`config.mk`:
```
export PLATFORM = sky130hd
export DESIGN_NAME = hood_time_keeper
export DESIGN_NICKNAME = d
export VERILOG_FILES = /design/src/rtl/hood_pkg.sv /design/src/rtl/bcd_hms_counter.sv /design/src/rtl/hood_time_keeper.sv
export SDC_FILE = /design/constraint.sdc
export NUM_CORES = 1
export LEC_CHECK = 0
export BUFFER_PORTS_ARGS = -buffer_cell sky130_fd_sc_hd__buf_4
export CAP_MARGIN = 30
export CORE_MARGIN = 2
export CORE_UTILIZATION = 60
export DETAILED_ROUTE_END_ITERATION = 12
export GPL_ROUTABILITY_DRIVEN = 0
export HOLD_SLACK_MARGIN = 0.05
export PLACE_DENSITY = 0.91
export SLEW_MARGIN = 20
export SYNTH_ARGS = -nofsm -noshare
export SYNTH_HDL_FRONTEND = slang
export SYNTH_SLANG_ARGS = --single-unit
```
`constraint.sdc`:
```
create_clock -name clk_1hz -period 2.4 [get_ports clk_1hz]
set_input_delay 0.12 -clock clk_1hz [delete_from_list [all_inputs] [get_ports clk_1hz]]
set_output_delay 0.12 -clock clk_1hz [all_outputs]
set_load 0.02 [all_outputs]
```
`src/rtl/hood_pkg.sv`:
```
// hood_pkg: shared definitions for the range-hood timekeeping core.
//   - mode and display-select encodings
//   - BCD field widths
//   - elaboration-time helpers that turn decimal constants into packed BCD
package hood_pkg;

    localparam int BCD_DIGIT_W = 4;                 // one BCD digit
    localparam int BCD_FIELD_W = 2 * BCD_DIGIT_W;   // one hh / mm / ss field
    localparam int HMS_W       = 3 * BCD_FIELD_W;   // hh:mm:ss

    typedef enum logic [2:0] {
        MODE_STANDBY = 3'd0,
        MODE_LOW     = 3'd1,
        MODE_HIGH    = 3'd2,
        MODE_TURBO   = 3'd3,
        MODE_CLEAN   = 3'd4
    } mode_e;

    typedef enum logic [1:0] {
        DISP_TOD   = 2'd0,
        DISP_CUM   = 2'd1,
        DISP_CD    = 2'd2,
        DISP_BLANK = 2'd3
    } disp_sel_e;

    // Two-digit BCD of a value in 0..99 (elaboration-time constants only).
    function automatic logic [BCD_FIELD_W-1:0] to_bcd2(input int v);
        return {4'(v / 10), 4'(v % 10)};
    endfunction

    // Seconds (0..5999) to a 00:mm:ss BCD word.
    function automatic logic [HMS_W-1:0] secs_to_mmss(input int s);
        return {8'h00, to_bcd2(s / 60), to_bcd2(s % 60)};
    endfunction

endpackage

```
`src/rtl/bcd_hms_counter.sv`:
```
// bcd_hms_counter: hh:mm:ss counter held directly in packed BCD.
//   Parameters: HR_MAX (highest hour value), WRAP (1 = wrap to zero after
//   HR_MAX:59:59, 0 = saturate there).
//   Ports: clk_1hz/rst (async active-low), clr > load > inc > dec priority,
//   load_val (BCD hh:mm:ss), count (current BCD value).
//   Decrement stops at zero. The minutes field decrements correctly from any
//   BCD value up to 99, so a mm:ss countdown longer than an hour can be
//   loaded straight into the mm/ss fields.
module bcd_hms_counter
    import hood_pkg::*;
#(
    parameter int HR_MAX = 23,
    parameter bit WRAP   = 1'b1
) (
    input  logic             clk_1hz,
    input  logic             rst,
    input  logic             inc,
    input  logic             dec,
    input  logic             clr,
    input  logic             load,
    input  logic [HMS_W-1:0] load_val,
    output logic [HMS_W-1:0] count
);

    localparam logic [BCD_FIELD_W-1:0] HR_BCD = to_bcd2(HR_MAX);
    localparam logic [BCD_FIELD_W-1:0] MS_MAX = 8'h59;
    localparam logic [HMS_W-1:0]       FULL   = {HR_BCD, MS_MAX, MS_MAX};

    function automatic logic [BCD_FIELD_W-1:0] bcd_inc(
        input logic [BCD_FIELD_W-1:0] v,
        input logic [BCD_FIELD_W-1:0] max
    );
        if (v == max)
            return '0;
        else if (v[BCD_DIGIT_W-1:0] == 4'd9)
            return {v[BCD_FIELD_W-1:BCD_DIGIT_W] + 4'd1, 4'd0};
        else
            return {v[BCD_FIELD_W-1:BCD_DIGIT_W], v[BCD_DIGIT_W-1:0] + 4'd1};
    endfunction

    function automatic logic [BCD_FIELD_W-1:0] bcd_dec(
        input logic [BCD_FIELD_W-1:0] v,
        input logic [BCD_FIELD_W-1:0] max
    );
        if (v == '0)
            return max;
        else if (v[BCD_DIGIT_W-1:0] == 4'd0)
            return {v[BCD_FIELD_W-1:BCD_DIGIT_W] - 4'd1, 4'd9};
        else
            return {v[BCD_FIELD_W-1:BCD_DIGIT_W], v[BCD_DIGIT_W-1:0] - 4'd1};
    endfunction

    logic [HMS_W-1:0]       count_q, count_d;
    logic [BCD_FIELD_W-1:0] hh, mm, ss;

    assign hh = count_q[23:16];
    assign mm = count_q[15:8];
    assign ss = count_q[7:0];

    always_comb begin
        count_d = count_q;
        if (clr) begin
            count_d = '0;
        end else if (load) begin
            count_d = load_val;
        end else if (inc) begin
            if (WRAP || (count_q != FULL)) begin
                count_d[7:0] = bcd_inc(ss, MS_MAX);
                if (ss == MS_MAX) begin
                    count_d[15:8] = bcd_inc(mm, MS_MAX);
                    if (mm == MS_MAX)
                        count_d[23:16] = bcd_inc(hh, HR_BCD);
                end
            end
        end else if (dec) begin
            if (count_q != '0) begin
                count_d[7:0] = bcd_dec(ss, MS_MAX);
                if (ss == '0) begin
                    count_d[15:8] = bcd_dec(mm, MS_MAX);
                    if (mm == '0)
                        count_d[23:16] = bcd_dec(hh, HR_BCD);
                end
            end
        end
    end

    always_ff @(posedge clk_1hz or negedge rst) begin
        if (!rst) count_q <= '0;
        else      count_q <= count_d;
    end

    assign count = count_q;

endmodule

```
`src/rtl/hood_time_keeper.sv`:
```
// hood_time_keeper: timekeeping core of the range-hood controller.
//   Runs time of day, cumulative fan time and the turbo/self-clean countdown
//   on the 1 Hz tick and packs the selected one into a BCD display word.
//   Ports:
//     clk_1hz, rst (async active-low)
//     power_on       machine on (level)
//     mode           0 standby,1 low,2 high,3 turbo,4 clean; 5-7 = standby
//     disp_sel       0 tod, 1 cumulative, 2 countdown, 3 blank
//     time_data      {8'h00, hh, mm, ss} packed BCD
//     cd_done        one-cycle pulse when a countdown runs out
//     clean_reminder cumulative hours >= WORK_LIMIT_HRS (registered)
//     cd_active      countdown nonzero
module hood_time_keeper
    import hood_pkg::*;
#(
    parameter int TURBO_SECS     = 60,
    parameter int CLEAN_SECS     = 180,
    parameter int WORK_LIMIT_HRS = 10
) (
    input  logic        clk_1hz,
    input  logic        rst,
    input  logic        power_on,
    input  logic [2:0]  mode,
    input  logic [1:0]  disp_sel,
    output logic [31:0] time_data,
    output logic        cd_done,
    output logic        clean_reminder,
    output logic        cd_active
);

    localparam logic [HMS_W-1:0]       TURBO_LOAD = secs_to_mmss(TURBO_SECS);
    localparam logic [HMS_W-1:0]       CLEAN_LOAD = secs_to_mmss(CLEAN_SECS);
    localparam logic [BCD_FIELD_W-1:0] LIMIT_BCD  = to_bcd2(WORK_LIMIT_HRS);

    mode_e            eff_mode, mode_q, mode_d;
    logic             power_q, power_d;
    logic             cd_done_q, cd_done_d;
    logic             clean_reminder_q, clean_reminder_d;
    logic [HMS_W-1:0] tod_cnt, cum_cnt, cd_cnt, cd_load_val;
    logic             mode_chg, cd_mode, cd_expire;
    logic             tod_clr, tod_inc, cum_inc, cum_clr;
    logic             cd_load, cd_clr, cd_dec;

    always_comb begin
        eff_mode = MODE_STANDBY;
        if (power_on) begin
            case (mode)
                3'd1:    eff_mode = MODE_LOW;
                3'd2:    eff_mode = MODE_HIGH;
                3'd3:    eff_mode = MODE_TURBO;
                3'd4:    eff_mode = MODE_CLEAN;
                default: eff_mode = MODE_STANDBY;
            endcase
        end
    end

    assign mode_chg = (eff_mode != mode_q);
    assign cd_mode  = (eff_mode == MODE_TURBO) || (eff_mode == MODE_CLEAN);

    // A mode change on the expiry tick takes precedence, so expiry requires
    // the mode to be unchanged.
    assign cd_expire = !mode_chg && (cd_cnt == 24'h000001);

    assign tod_clr = power_on && !power_q;
    assign tod_inc = power_on && power_q;

    assign cum_inc = (eff_mode == MODE_LOW) || (eff_mode == MODE_HIGH) ||
                     (eff_mode == MODE_TURBO);
    assign cum_clr = cd_expire && (eff_mode == MODE_CLEAN);

    assign cd_load     = mode_chg && cd_mode;
    assign cd_clr      = mode_chg && !cd_mode;
    assign cd_dec      = !mode_chg && (cd_cnt != '0);
    assign cd_load_val = (eff_mode == MODE_TURBO) ? TURBO_LOAD : CLEAN_LOAD;

    bcd_hms_counter #(.HR_MAX(23), .WRAP(1'b1)) u_tod (
        .clk_1hz (clk_1hz),
        .rst     (rst),
        .inc     (tod_inc),
        .dec     (1'b0),
        .clr     (tod_clr),
        .load    (1'b0),
        .load_val('0),
        .count   (tod_cnt)
    );

    bcd_hms_counter #(.HR_MAX(99), .WRAP(1'b0)) u_cum (
        .clk_1hz (clk_1hz),
        .rst     (rst),
        .inc     (cum_inc),
        .dec     (1'b0),
        .clr     (cum_clr),
        .load    (1'b0),
        .load_val('0),
        .count   (cum_cnt)
    );

    bcd_hms_counter #(.HR_MAX(99), .WRAP(1'b0)) u_cd (
        .clk_1hz (clk_1hz),
        .rst     (rst),
        .inc     (1'b0),
        .dec     (cd_dec),
        .clr     (cd_clr),
        .load    (cd_load),
        .load_val(cd_load_val),
        .count   (cd_cnt)
    );

    always_comb begin
        power_d          = power_on;
        mode_d           = eff_mode;
        cd_done_d        = cd_expire;
        clean_reminder_d = (cum_cnt[23:16] >= LIMIT_BCD);
    end

    always_ff @(posedge clk_1hz or negedge rst) begin
        if (!rst) begin
            power_q          <= 1'b0;
            mode_q           <= MODE_STANDBY;
            cd_done_q        <= 1'b0;
            clean_reminder_q <= 1'b0;
        end else begin
            power_q          <= power_d;
            mode_q           <= mode_d;
            cd_done_q        <= cd_done_d;
            clean_reminder_q <= clean_reminder_d;
        end
    end

    always_comb begin
        time_data = 32'h0;
        case (disp_sel)
            DISP_TOD: time_data = {8'h00, tod_cnt};
            DISP_CUM: time_data = {8'h00, cum_cnt};
            DISP_CD:  time_data = {16'h0000, cd_cnt[15:0]};
            default:  time_data = 32'h0;
        endcase
    end

    assign cd_done        = cd_done_q;
    assign clean_reminder = clean_reminder_q;
    assign cd_active      = (cd_cnt != '0);

endmodule

```
# Yosys cells after proc, flatten, opt, wreduce, memory -nomap -nowiden
# Cells that the tools add are included.
# totals
reg_bits	78
output_inout_bits	35
elab_cells	161
# classes
n_addsub	18
order_cmp	1
n_eq_ne	25
muxes	37
reduce_logical	58
# op_table
cell	n
$mux W24	9
$mux W8	21
$pmux W24 S3	1
$add A4 B1 Y4 const B	12
$mux W16	3
$eq A8 B7 Y1 const B	4
$reduce_bool A3 Y1	10
$eq A24 B1 Y1 const B	1
$eq A4 B4 Y1 const B	6
$logic_not A8 Y1	3
$ne A24 B24 Y1 const B	1
$reduce_bool A24 Y1	1
$sub A4 B1 Y4 const B	6
$reduce_and A4 Y1	5
$reduce_and A3 Y1	6
$reduce_bool A2 Y1	7
$eq A3 B2 Y1 const B	4
$logic_not A4 Y1	3
$pmux W3 S4	1
$reduce_bool A4 Y1	3
$mux W10	1
$reduce_and A5 Y1	2
$eq A8 B6 Y1 const B	1
$eq A8 B8 Y1 const B	1
other kinds (12)	27

# Depth between registers and ports, before layout
# Gate-level depths: netlist of the first run.
# logic_depth
ltp_word	9
ltp_mapped	10

# Cells and area by module
# A second synthesis of the first run with hierarchy kept.
# hier_totals
hier_cells	1061
hier_area_um2	8785.9
# by_module_without_submodules
module	n_inst	cells_per_inst	area_per_inst_um2	seq_area_each_um2
bcd_hms_counter (u_cd ...)	2	318	2656.3	600.6
bcd_hms_counter (u_tod)	1	306	2563.7	600.6
hood_time_keeper	1	119	909.6	150.1

# Least setup slack after synthesis of the first run
# No wires, ideal clock.
# synth_path
path_type	register to register
from	register u_cd.count_q[8] (netlist: u_cd.count[8])
to	register u_cum.count_q[20] (netlist: u_cum.count[20])
setup_ps	119
t_arrival_ps	1929
required_ps	2281
slack_ps	352
path_stages_with_launch	8
path_cell_list	dfrtp_1 inv_1 ha_1 nor3b_1 nand4_1 nor4_4 buf_6 nor2_2
# synth_between
elab_chain_len	5
word_cells_on_any_way	10
cone_classes	eq/ne: 1; mux: 1; reduce/logical: 8
# synth_rtl
element	line_no	text
from (decl)	bcd_hms_counter.sv:53	logic [HMS_W-1:0] count_q, count_d;
from (signal assigned)	bcd_hms_counter.sv:89	else count_q <= count_d;
$eq A24 B1 Y1 *	hood_time_keeper.sv:62	assign cd_expire = !mode_chg && (cd_cnt == 24'h000001);
$logic_and A1 B1 Y1 *	hood_time_keeper.sv:62	
$logic_and A1 B1 Y1 *	hood_time_keeper.sv:69	assign cum_clr = cd_expire && (eff_mode == MODE_CLEAN);
$reduce_bool A3 Y1 (no source line) / $reduce_bool A2 Y1 (equally long branches)	-	
$reduce_and A5 Y1 (no source line)	-	
to (signal assigned)	bcd_hms_counter.sv:89	
to (decl)	bcd_hms_counter.sv:53	
# Every way passes the cells marked *; elsewhere a longest branch is shown, timed or not.
# A chain may end at the register's enable or synchronous reset.

# Final worst setup path of the first run
# layout_path
from	register u_cd.count_q[8] (netlist: u_cd.count[8])
to	output port cd_active
# layout_between
elab_chain_len	1
# layout_rtl
element	line_no	text
$reduce_bool A24 Y1	hood_time_keeper.sv:142	assign cd_active = (cd_cnt != '0);
to (decl)	hood_time_keeper.sv:28	output logic cd_active
# Every way passes these cells.

==> flow_summary.json, run 1 <==
{
  "status": "finished, final reports clean",
  "ant_nets": 0,
  "switchingPower_uw": 1472,
  "final_common_cell": "dfrtp_1",
  "top_layer": "met4",
  "total_power_uw": 3943,
  "fin_worst_skew_ps": 8.121,
  "rows": 33,
  "max_freq_mhz": 441.1,
  "endpoint_kind": "output port",
  "hold_viol": 0,
  "dr_wl_met2_um": 6100,
  "post-route-min-period_ps": 2267,
  "synthArstFlopShare": 1.000,
  "fin_crit_sh": 0.9447,
  "clock_tree.buffer_depth": 2,
  "final_util": 0.6927,
  "path_max_fanout": 5,
  "die_w_um": 96.86,
  "seq_area_mm2": 0.001952,
  "core_area_mm2": 0.008299,
  "synth_area_mm2": 0.005174,
  "cts_made_buffers": 9,
  "yosysWarnings": 0,
  "layout_common_cells": "78 x dfrtp_1, 60 x nor2_1, 45 x nand2_1, 43 x o21ai_0, 42 x buf_4",
  "setup_viol": 0,
  "fin_nets": 643,
  "wl_met1_um": 5121,
  "dieArea_mm2": 0.009382,
  "dp_hpwl_um": 8634,
  "via_per_inst": 6.218,
  "drt-pass1-iter-count": 5,
  "grt_max_degree": 47,
  "cts-root-buf": "clkbuf_8",
  "ys.flop_type": "dfrtp_1",
  "p_sw_frac": 0.3732,
  "worst_slew_pin_slew_ps": 743.9,
  "fillers": 589,
  "power_density_mw_per_mm2": 685.9,
  "power.leakage_uw": 0.002664,
  "antenna_found_initial": 0,
  "p_clk_frac": 0.246,
  "relSlewSlack": 0.4988,
  "track_usage": 0.2639,
  "p_comb_frac": 0.333,
  "vias": 4415,
  "drtIter0Drc": 362,
  "first_global_vias": 4298,
  "tritoncts": "built",
  "portBuffers": 34,
  "worstSetupPathType": "reg -> out",
  "htree_levels": 3,
  "start_util": 0.6234,
  "cts.sinks": 78,
  "hold_path_class": "in -> reg",
  "wire_per_inst_um": 16.95,
  "die_h_um": 96.86,
  "ios": 43,
  "wl_met3_um": 570,
  "antenna_cells": 0,
  "p_int_uw": 2472,
  "worstSetupStartpointType": "flip-flop",
  "drc": 0,
  "synth_area_per_cell_um2": 9.125,
  "ir_drop_v": 0.0003674,
  "grt_pass1_wl_um": 20430,
  "maxCapViolations": 0,
  "yosysSeqAreaShare": 0.3773,
  "syn_to_final_growth_pct": 11.12,
  "post_cts_buffers": 0,
  "yosysUniqueCellTypes": 67,
  "pwr-share-seq": 0.421,
  "clk_latency_ps": 360,
  "clkTransAtPathRegs_ps": 70,
  "synth_seq_cells": 78,
  "grt_overflow": 0,
  "finalMaxSlewViolations": 0,
  "synth-edff-count": 0,
  "rsz0062_at_grt": "false",
  "multi_input_area_mm2": 0.002994,
  "required_ps": 2280,
  "finalSetupTns_ps": 0,
  "synthCells": 567,
  "arrival_ps": 2150,
  "drive_gt1_frac": 0.1537,
  "drt-total-wl_um": 12030
}
-- power by group through the flow --
stage          clock network (uW)  logic [uW]  registers (uW)
3_3_place_gp                    0        1180            1660
3_5_place_dp                    0        1260            1670
6_report                      971        1310            1660
4_1_cts                       988        1280            1650
2_1_floorplan                   0         919            1610
5_1_grt                      1050        1470            1680
-- synth_stat cells, drive strengths merged (3+ instances only) --
| cell type | n | area share |
|---|---|---|
| a211oi | 6 | 0.011 |
| a21boi | 3 | 0.0065 |
| a21oi | 26 | 0.028 |
| a311oi | 3 | 0.0051 |
| and2 | 6 | 0.0073 |
| and3 | 9 | 0.011 |
| and3b | 5 | 0.0092 |
| buf | 22 | 0.028 |
| clkbuf | 8 | 0.0058 |
| dfrtp | 78 | 0.38 |
| ha | 34 | 0.082 |
| inv | 27 | 0.020 |
| mux2i | 38 | 0.074 |
| nand2 | 45 | 0.033 |
| nand2b | 6 | 0.0073 |
| nand3 | 25 | 0.027 |
| nand3b | 7 | 0.013 |
| nand4 | 10 | 0.012 |
| nor2 | 69 | 0.054 |
| nor2b | 5 | 0.0060 |
| nor3 | 14 | 0.014 |
| nor3b | 6 | 0.0087 |
| nor4 | 8 | 0.017 |
| o21ai | 47 | 0.045 |
| o22ai | 3 | 0.0036 |
| o31ai | 5 | 0.0073 |
| or3 | 7 | 0.0085 |
| or3b | 4 | 0.0068 |
| or4 | 6 | 0.0087 |
| xnor2 | 5 | 0.0085 |
| xor2 | 5 | 0.0085 |
-- per-layer routing --
layer  up-vias  global-route usage
met5         -                   0
li1       2060                   -
met1      2190              0.3412
met4         0             0.09642
met2       140              0.4428
met3        25             0.04986
-- layout make-up --
class	count	area share
multi-input cells	439	0.5208
clock inverters	5	0.008705
flip-flops and latches	78	0.3395
clock buffers	10	0.02394
inverters	27	0.01763
repair buffers	46	0.06659
well taps	105	0.02285
-- logic make-up after synthesis --
logic type      Yosys count  share of synthesized area
compound gates          105                     0.1296
other cells               1                  0.0007248
flops                    78                     0.3773
buf+inv                  57                    0.05320
xor+xnor                 10                    0.01693
simple gates            243                     0.2643
fa+ha+maj                34                    0.08223
mux                      39                    0.07569
-- state kept, by name, summed over array words and instances (netlist names) --
| signal | flops |
|---|---|
| clean_reminder | 1 |
| mode_q | 3 |
| u_cum.count | 24 |
| cd_done | 1 |
| u_tod.count | 24 |
| u_cd.count | 24 |
| power_q | 1 |
-- per-stage QoR --
stage                     cells  instance area [um2]  setup slack (ps)  hold WS (ps)
after detailed placement    693                 5520             223.3         108.2
after floorplan             574                 5200             352.2        -175.6
final                       710                 5749             132.8         81.77
after CTS                   710                 5731             18.81         66.12
after global placement      692                 5493             331.8         344.2
after global routing        710                 5749             12.39         76.76
-- repair_timing --
item,CTS,global route
endpoints found under the hold margin,33,0
resized for setup,1,6
hold buffers,2,0
setup endpoints to repair,1,1
-- critical path, cell delays in order (launching register included) --
cell and delay, ps:
dfrtp_1 420, inv_1 80, ha_1 210, or3b_1 460
nor2_4 160, and3_2 230, inv_1 80, buf_4 160
-- final timing paths --
kind                       depth (start not counted)                     endpoint                         from  slack [ps]
min reg2reg                                        1  u_tod.count[23]$_DFFE_PN0P_  u_tod.count[23]$_DFFE_PN0P_         520
max in group asynchronous                          3          mode_q[0]$_DFF_PN0_                          rst        1560
min in group asynchronous                          2  u_cum.count[21]$_DFFE_PN0P_                          rst         260
max                                                7                    cd_active    u_cd.count[8]$_DFFE_PN0P_         130
min                                                3          mode_q[2]$_DFF_PN0_                      mode[2]          80
max reg2reg                                        6   u_cd.count[15]$_DFFE_PN0P_    u_cd.count[8]$_DFFE_PN0P_         180
(Power assumes the default switching activity.)
==> run 2, diff against run 1 <==
Settings changed: CORE_ASPECT_RATIO set to 2, GPL_TIMING_DRIVEN set to 0.
==> run 2 against run 1 <==
Effect of this change: global-route usage up 3.0 points; count of clock-buffer cells in the layout up 3; utilization up 0.93 points; design area up 4.1%; wire length up 11%; critical path depth up 1.
==> flow_summary.json, run 2 (synthesized netlist as in run 1, its figures left out) <==
{
  "worstSetupStartpointType": "flip-flop",
  "fin_worst_skew_ps": 6.068,
  "die_h_um": 135.3,
  "dieArea_mm2": 0.009426,
  "fin_cells": 728,
  "finalMaxSlewViolations": 0,
  "via_per_inst": 6.330,
  "top_layer": "met4",
  "drt-pass1-iter-count": 5,
  "tritoncts": "built",
  "vias": 4608,
  "setup_viol": 0,
  "worst_slew_pin_slew_ps": 792.2,
  "pwr-share-seq": 0.370,
  "layout_common_cells": "78 x dfrtp_1, 60 x nor2_1, 45 x nand2_1, 45 x buf_4, 43 x o21ai_0",
  "antenna_found_initial": 0,
  "syn_to_final_growth_pct": 15.72,
  "hold_path_class": "in -> reg",
  "fin_crit_sh": 0.9740,
  "switchingPower_uw": 1589,
  "fin_nets": 665,
  "wl_met3_um": 537,
  "p_sw_frac": 0.3532,
  "ant_nets": 0,
  "cts-root-buf": "clkbuf_16",
  "clkTransAtPathRegs_ps": 60,
  "p_clk_frac": 0.324,
  "cts_made_buffers": 9,
  "clk_latency_ps": 350,
  "status": "finished, final reports clean",
  "clock_tree.buffer_depth": 2,
  "wl_met1_um": 4689,
  "whs_ps": 84.95,
  "start_util": 0.6067,
  "grt_overflow": 0,
  "die_w_um": 69.66,
  "final_common_cell": "dfrtp_1",
  "drtIter0Drc": 464,
  "first_global_vias": 4766,
  "path_max_fanout": 10,
  "arrival_ps": 2570,
  "ios": 43,
  "core_area_mm2": 0.008528,
  "p_comb_frac": 0.306,
  "required_ps": 2630,
  "cts.sinks": 78,
  "grt_max_degree": 79,
  "track_usage": 0.2941,
  "relSlewSlack": 0.4663,
  "p_int_uw": 2909,
  "drive_gt1_frac": 0.1736,
  "post-route-min-period_ps": 2337,
  "grt_pass1_wl_um": 21820,
  "ir_drop_v": 0.0006733,
  "antenna_cells": 0,
  "portBuffers": 32,
  "maxCapViolations": 0,
  "rows": 48,
  "worstSetupPathType": "reg -> reg",
  "drc": 0,
  "wire_per_inst_um": 18.33,
  "dp_hpwl_um": 9649,
  "drt-total-wl_um": 13340,
  "dr_wl_met2_um": 7430,
  "power.leakage_uw": 0.002794,
  "hold_viol": 0,
  "dp.cells": 706,
  "power_density_mw_per_mm2": 751.2,
  "endpoint_kind": "flip-flop",
  "fillers": 598,
  "max_freq_mhz": 427.8,
  "htree_levels": 3
}
==> run 2: changes by cell type in the layout (fill, tap and decap cells not counted), moves of 6 or more <==
cell | before | now
clkbuf_8 | 10 | 4
clkbuf_16 | 0 | 9
buf_2 | 0 | 7
clkbuf_1 | 0 | 8
==> run 2: metal layers <==
layer  track usage  up-vias
met5             0        -
met4        0.1870        0
met3       0.05432       55
met2        0.5550      192
met1        0.2877     2259
li1              -     2102
==> run 2: metrics by stage <==
step	area, um2	total power, uW	util	TNS (ps)	setup WS [ps]
final	5987	4497	0.7020	0	62.51
after CTS	5937	4400	0.6962	0	3.997
after detailed placement	5565	2933	0.6526	-5009	-259.6
after global placement	5565	2849	0.6526	-4175	-226.4
after floorplan	5200	2532	-	0	352.2
after global routing	5987	4725	0.7020	-17.98	-8.065
==> run 2: area by class of cell <==
class | count | area, um2 | share of cell area
buffer | 30 | 173.9 | 0.02905
clock buffer | 13 | 280.3 | 0.04681
clock inverter | 3 | 40.04 | 0.006688
inverter | 27 | 101.3 | 0.01693
multi-input combinational | 439 | 3020 | 0.5045
sequential | 78 | 1952 | 0.3260
tap | 100 | 125.1 | 0.02090
timing repair buffer | 38 | 294.0 | 0.04911
==> run 2: worst max-delay path, cell delays in order, from the launching register on <==
cell	delay, ps
dfrtp_1	410
inv_1	100
ha_1	180
nor3b_1	370
nand4_1	360
nor4_4	350
buf_4	200
buf_6	200
nor2_2	60
==> run 2: path summary, 6_finish.rpt <==
kind	cells past startpoint	startpoint	endpoint	slack (ps)
worst max-delay path	8	u_cd.count[21]$_DFFE_PN0P_	u_cum.count[22]$_DFFE_PN0P_	60
worst min-delay path	2	mode[0]	mode_q[0]$_DFF_PN0_	80
worst max register to register	8	u_cd.count[21]$_DFFE_PN0P_	u_cum.count[22]$_DFFE_PN0P_	60
worst min register to register	1	u_tod.count[23]$_DFFE_PN0P_	u_tod.count[23]$_DFFE_PN0P_	540
max in group asynchronous	2	rst	u_tod.count[13]$_DFFE_PN0P_	1520
min in group asynchronous	2	rst	u_tod.count[16]$_DFFE_PN0P_	360
==> run 2: repair_timing <==
item,in CTS,in global routing
pin swaps,1,1
hold buffers,2,0
endpoints found under the setup margin,25,20
cloned,0,0
setup buffers,3,1
endpoints found under the hold margin,79,0
gates resized for setup,3,9
==> run 2: power by group through the flow <==
stage	clock network (uW)	logic [uW]	registers, uW
4_1_cts	1460	1290	1650
3_3_place_gp	0	1190	1660
5_1_grt	1530	1520	1680
2_1_floorplan	0	919	1610
3_5_place_dp	0	1260	1670
6_report	1460	1380	1660
==> run 3, diff against run 2 <==
Settings changed: RECOVER_POWER set to 50.
==> run 3 against run 2 <==
Effect of this change: the run now ends with capacitance limit, slew limit left; sequential power is essentially flat; total power about the same; clock skew about the same; via count rose by 0.11%; sequential cell count unchanged; wire length down 0.16%.
==> flow_summary.json, run 3 (synthesized netlist as in run 1, its figures left out) <==
{
  "cts-root-buf": "clkbuf_16",
  "required_ps": 2280,
  "power.leakage_uw": 0.002768,
  "layout_common_cells": "78 x dfrtp_1, 60 x nor2_1, 45 x nand2_1, 43 x o21ai_0, 40 x buf_4",
  "worstSetupPathType": "reg -> out",
  "syn_to_final_growth_pct": 14.99,
  "drt-total-wl_um": 13320,
  "fin_nets": 665,
  "start_util": 0.6067,
  "fillers": 609,
  "finalMaxSlewViolations": 79,
  "fin_crit_sh": 0.9695,
  "first_global_vias": 4766,
  "cp_slowest_stage_delay_ps": 520,
  "drive_gt1_frac": 0.1640,
  "stdcell_area_mm2": 0.005949,
  "total_power_uw": 4496,
  "power_density_mw_per_mm2": 755.8,
  "htree_levels": 3,
  "portBuffers": 32,
  "endpoint_kind": "output port",
  "whs_ps": 97.43,
  "die_h_um": 135.3,
  "crit_family": "simple AND/OR/NAND/NOR gates",
  "status": "finished, violations left",
  "r2r_slack_ps": 80,
  "placed_area_mm2": 0.005565,
  "dp_hpwl_um": 9649,
  "drtIter0Drc": 474,
  "clkTransAtPathRegs_ps": 60,
  "maxCapViolations": 1,
  "dieArea_mm2": 0.009426,
  "ant_nets": 0,
  "ir_drop_v": 0.0006556,
  "grtUsageMet2": 0.5550,
  "hold_path_class": "in -> reg",
  "fin_worst_skew_ps": 6.002,
  "grt_pass1_wl_um": 21820,
  "grt_max_degree": 79,
  "rows": 48,
  "cts_made_buffers": 9,
  "crit_path_cell_trace": "inv_1 -> ha_1 -> or3b_2 -> nor2_4 -> and3_4 -> inv_1 -> buf_4",
  "clock_tree.buffer_depth": 2,
  "cts.sinks": 78,
  "ff2ff_path_depth": 8,
  "crit_path_top_delay_cell": "or3b_2",
  "hp-start": "mode[0]",
  "wire_per_inst_um": 18.30,
  "crit_buf_inv": 3,
  "drc": 0,
  "violations": "capacitance limit, slew limit",
  "grt-busiest-layer": "met2",
  "worstSetupPathDepth": 7,
  "reg2reg_from": "u_cd.count[20]$_DFFE_PN0P_",
  "grt_overflow": 0,
  "worstSetupStartpointType": "flip-flop",
  "antenna_cells": 0,
  "ios": 43,
  "core_area_mm2": 0.008528,
  "post-route-min-period_ps": 2327,
  "relSlewSlack": -0.1809,
  "path_max_fanout": 5,
  "use_met3": 0.05432,
  "via_per_inst": 6.337,
  "die_w_um": 69.66,
  "worst_slew_pin_slew_ps": 1771,
  "final_common_cell": "dfrtp_1",
  "track_usage": 0.2941,
  "tritoncts": "built",
  "dp.cells": 706,
  "antenna_found_initial": 0,
  "max_freq_mhz": 429.8,
  "finalSetupTns_ps": 0,
  "use_met1": 0.2877,
  "drt-pass1-iter-count": 5,
  "fin_cells": 728,
  "crit_top_cell": "inv_1",
  "arrival_ps": 2210,
  "setup_viol": 0,
  "clk_latency_ps": 350,
  "min_to": "mode_q[0]$_DFF_PN0_",
  "hold_viol": 0,
  "r2r-end": "u_cum.count[22]$_DFFE_PN0P_",
  "hold_depth": 2,
  "vias": 4613
}
==> run 3: cell count changes in the layout (fill, tap and decap cells not counted), moves of 2 or more <==
cell      before  now
and2_0         0    2
and2_1         6    4
buf_4         45   40
clkbuf_1       8   14
==> run 3: how the worst max path moves through the flow <==
stage | startpoint | endpoint
after floorplan | u_cd.count[8]$_DFFE_PN0P_ | u_cum.count[20]$_DFFE_PN0P_
after global placement | u_cd.count[8]$_DFFE_PN0P_ | u_cum.count[12]$_DFFE_PN0P_
after detailed placement | u_cd.count[9]$_DFFE_PN0P_ | u_cum.count[16]$_DFFE_PN0P_
after CTS | u_cd.count[12]$_DFFE_PN0P_ | cd_active
after global routing | u_cd.count[20]$_DFFE_PN0P_ | u_cum.count[22]$_DFFE_PN0P_
final | u_cd.count[12]$_DFFE_PN0P_ | cd_active
==> run 3: layer usage <==
metal	vias to the layer above	part of all wire
met5	-	0
met4	0	0.055
li1	2107	-
met3	60	0.046
met1	2243	0.35
met2	203	0.55
==> run 3: what timing repair did <==
item,4_1_cts,5_1_grt
setup buffers,3,1
hold endpoints to repair,79,0
pin swaps,1,1
endpoints found under the setup margin,25,20
hold buffers,2,0
resized for setup,3,9
==> run 3: stage by stage <==
stage	utilization	setup slack, ps
after CTS	0.6962	3.997
after floorplan	-	352.2
after global routing	0.6976	-8.325
final	0.6976	73.20
after global placement	0.6526	-226.4
after detailed placement	0.6526	-259.6
==> run 3: power breakdown <==
group          switching (uW)  leakage (uW)  internal, uW
clock                     547      0.000162           915
combinational             833       0.00155           539
sequential                211       0.00106          1450
total                    1590       0.00277          2910
==> run 3: final cells by class <==
cell class	instances	area [um2]	area share
clock buffers	13	280.3	0.04711
repair buffers	38	269.0	0.04522
multi-input cells	439	3008	0.5056
flip-flops and latches	78	1952	0.3281
well taps	100	125.1	0.02103
clock inverters	3	40.04	0.006730
plain buffers	30	173.9	0.02923
inverters	27	101.3	0.01703
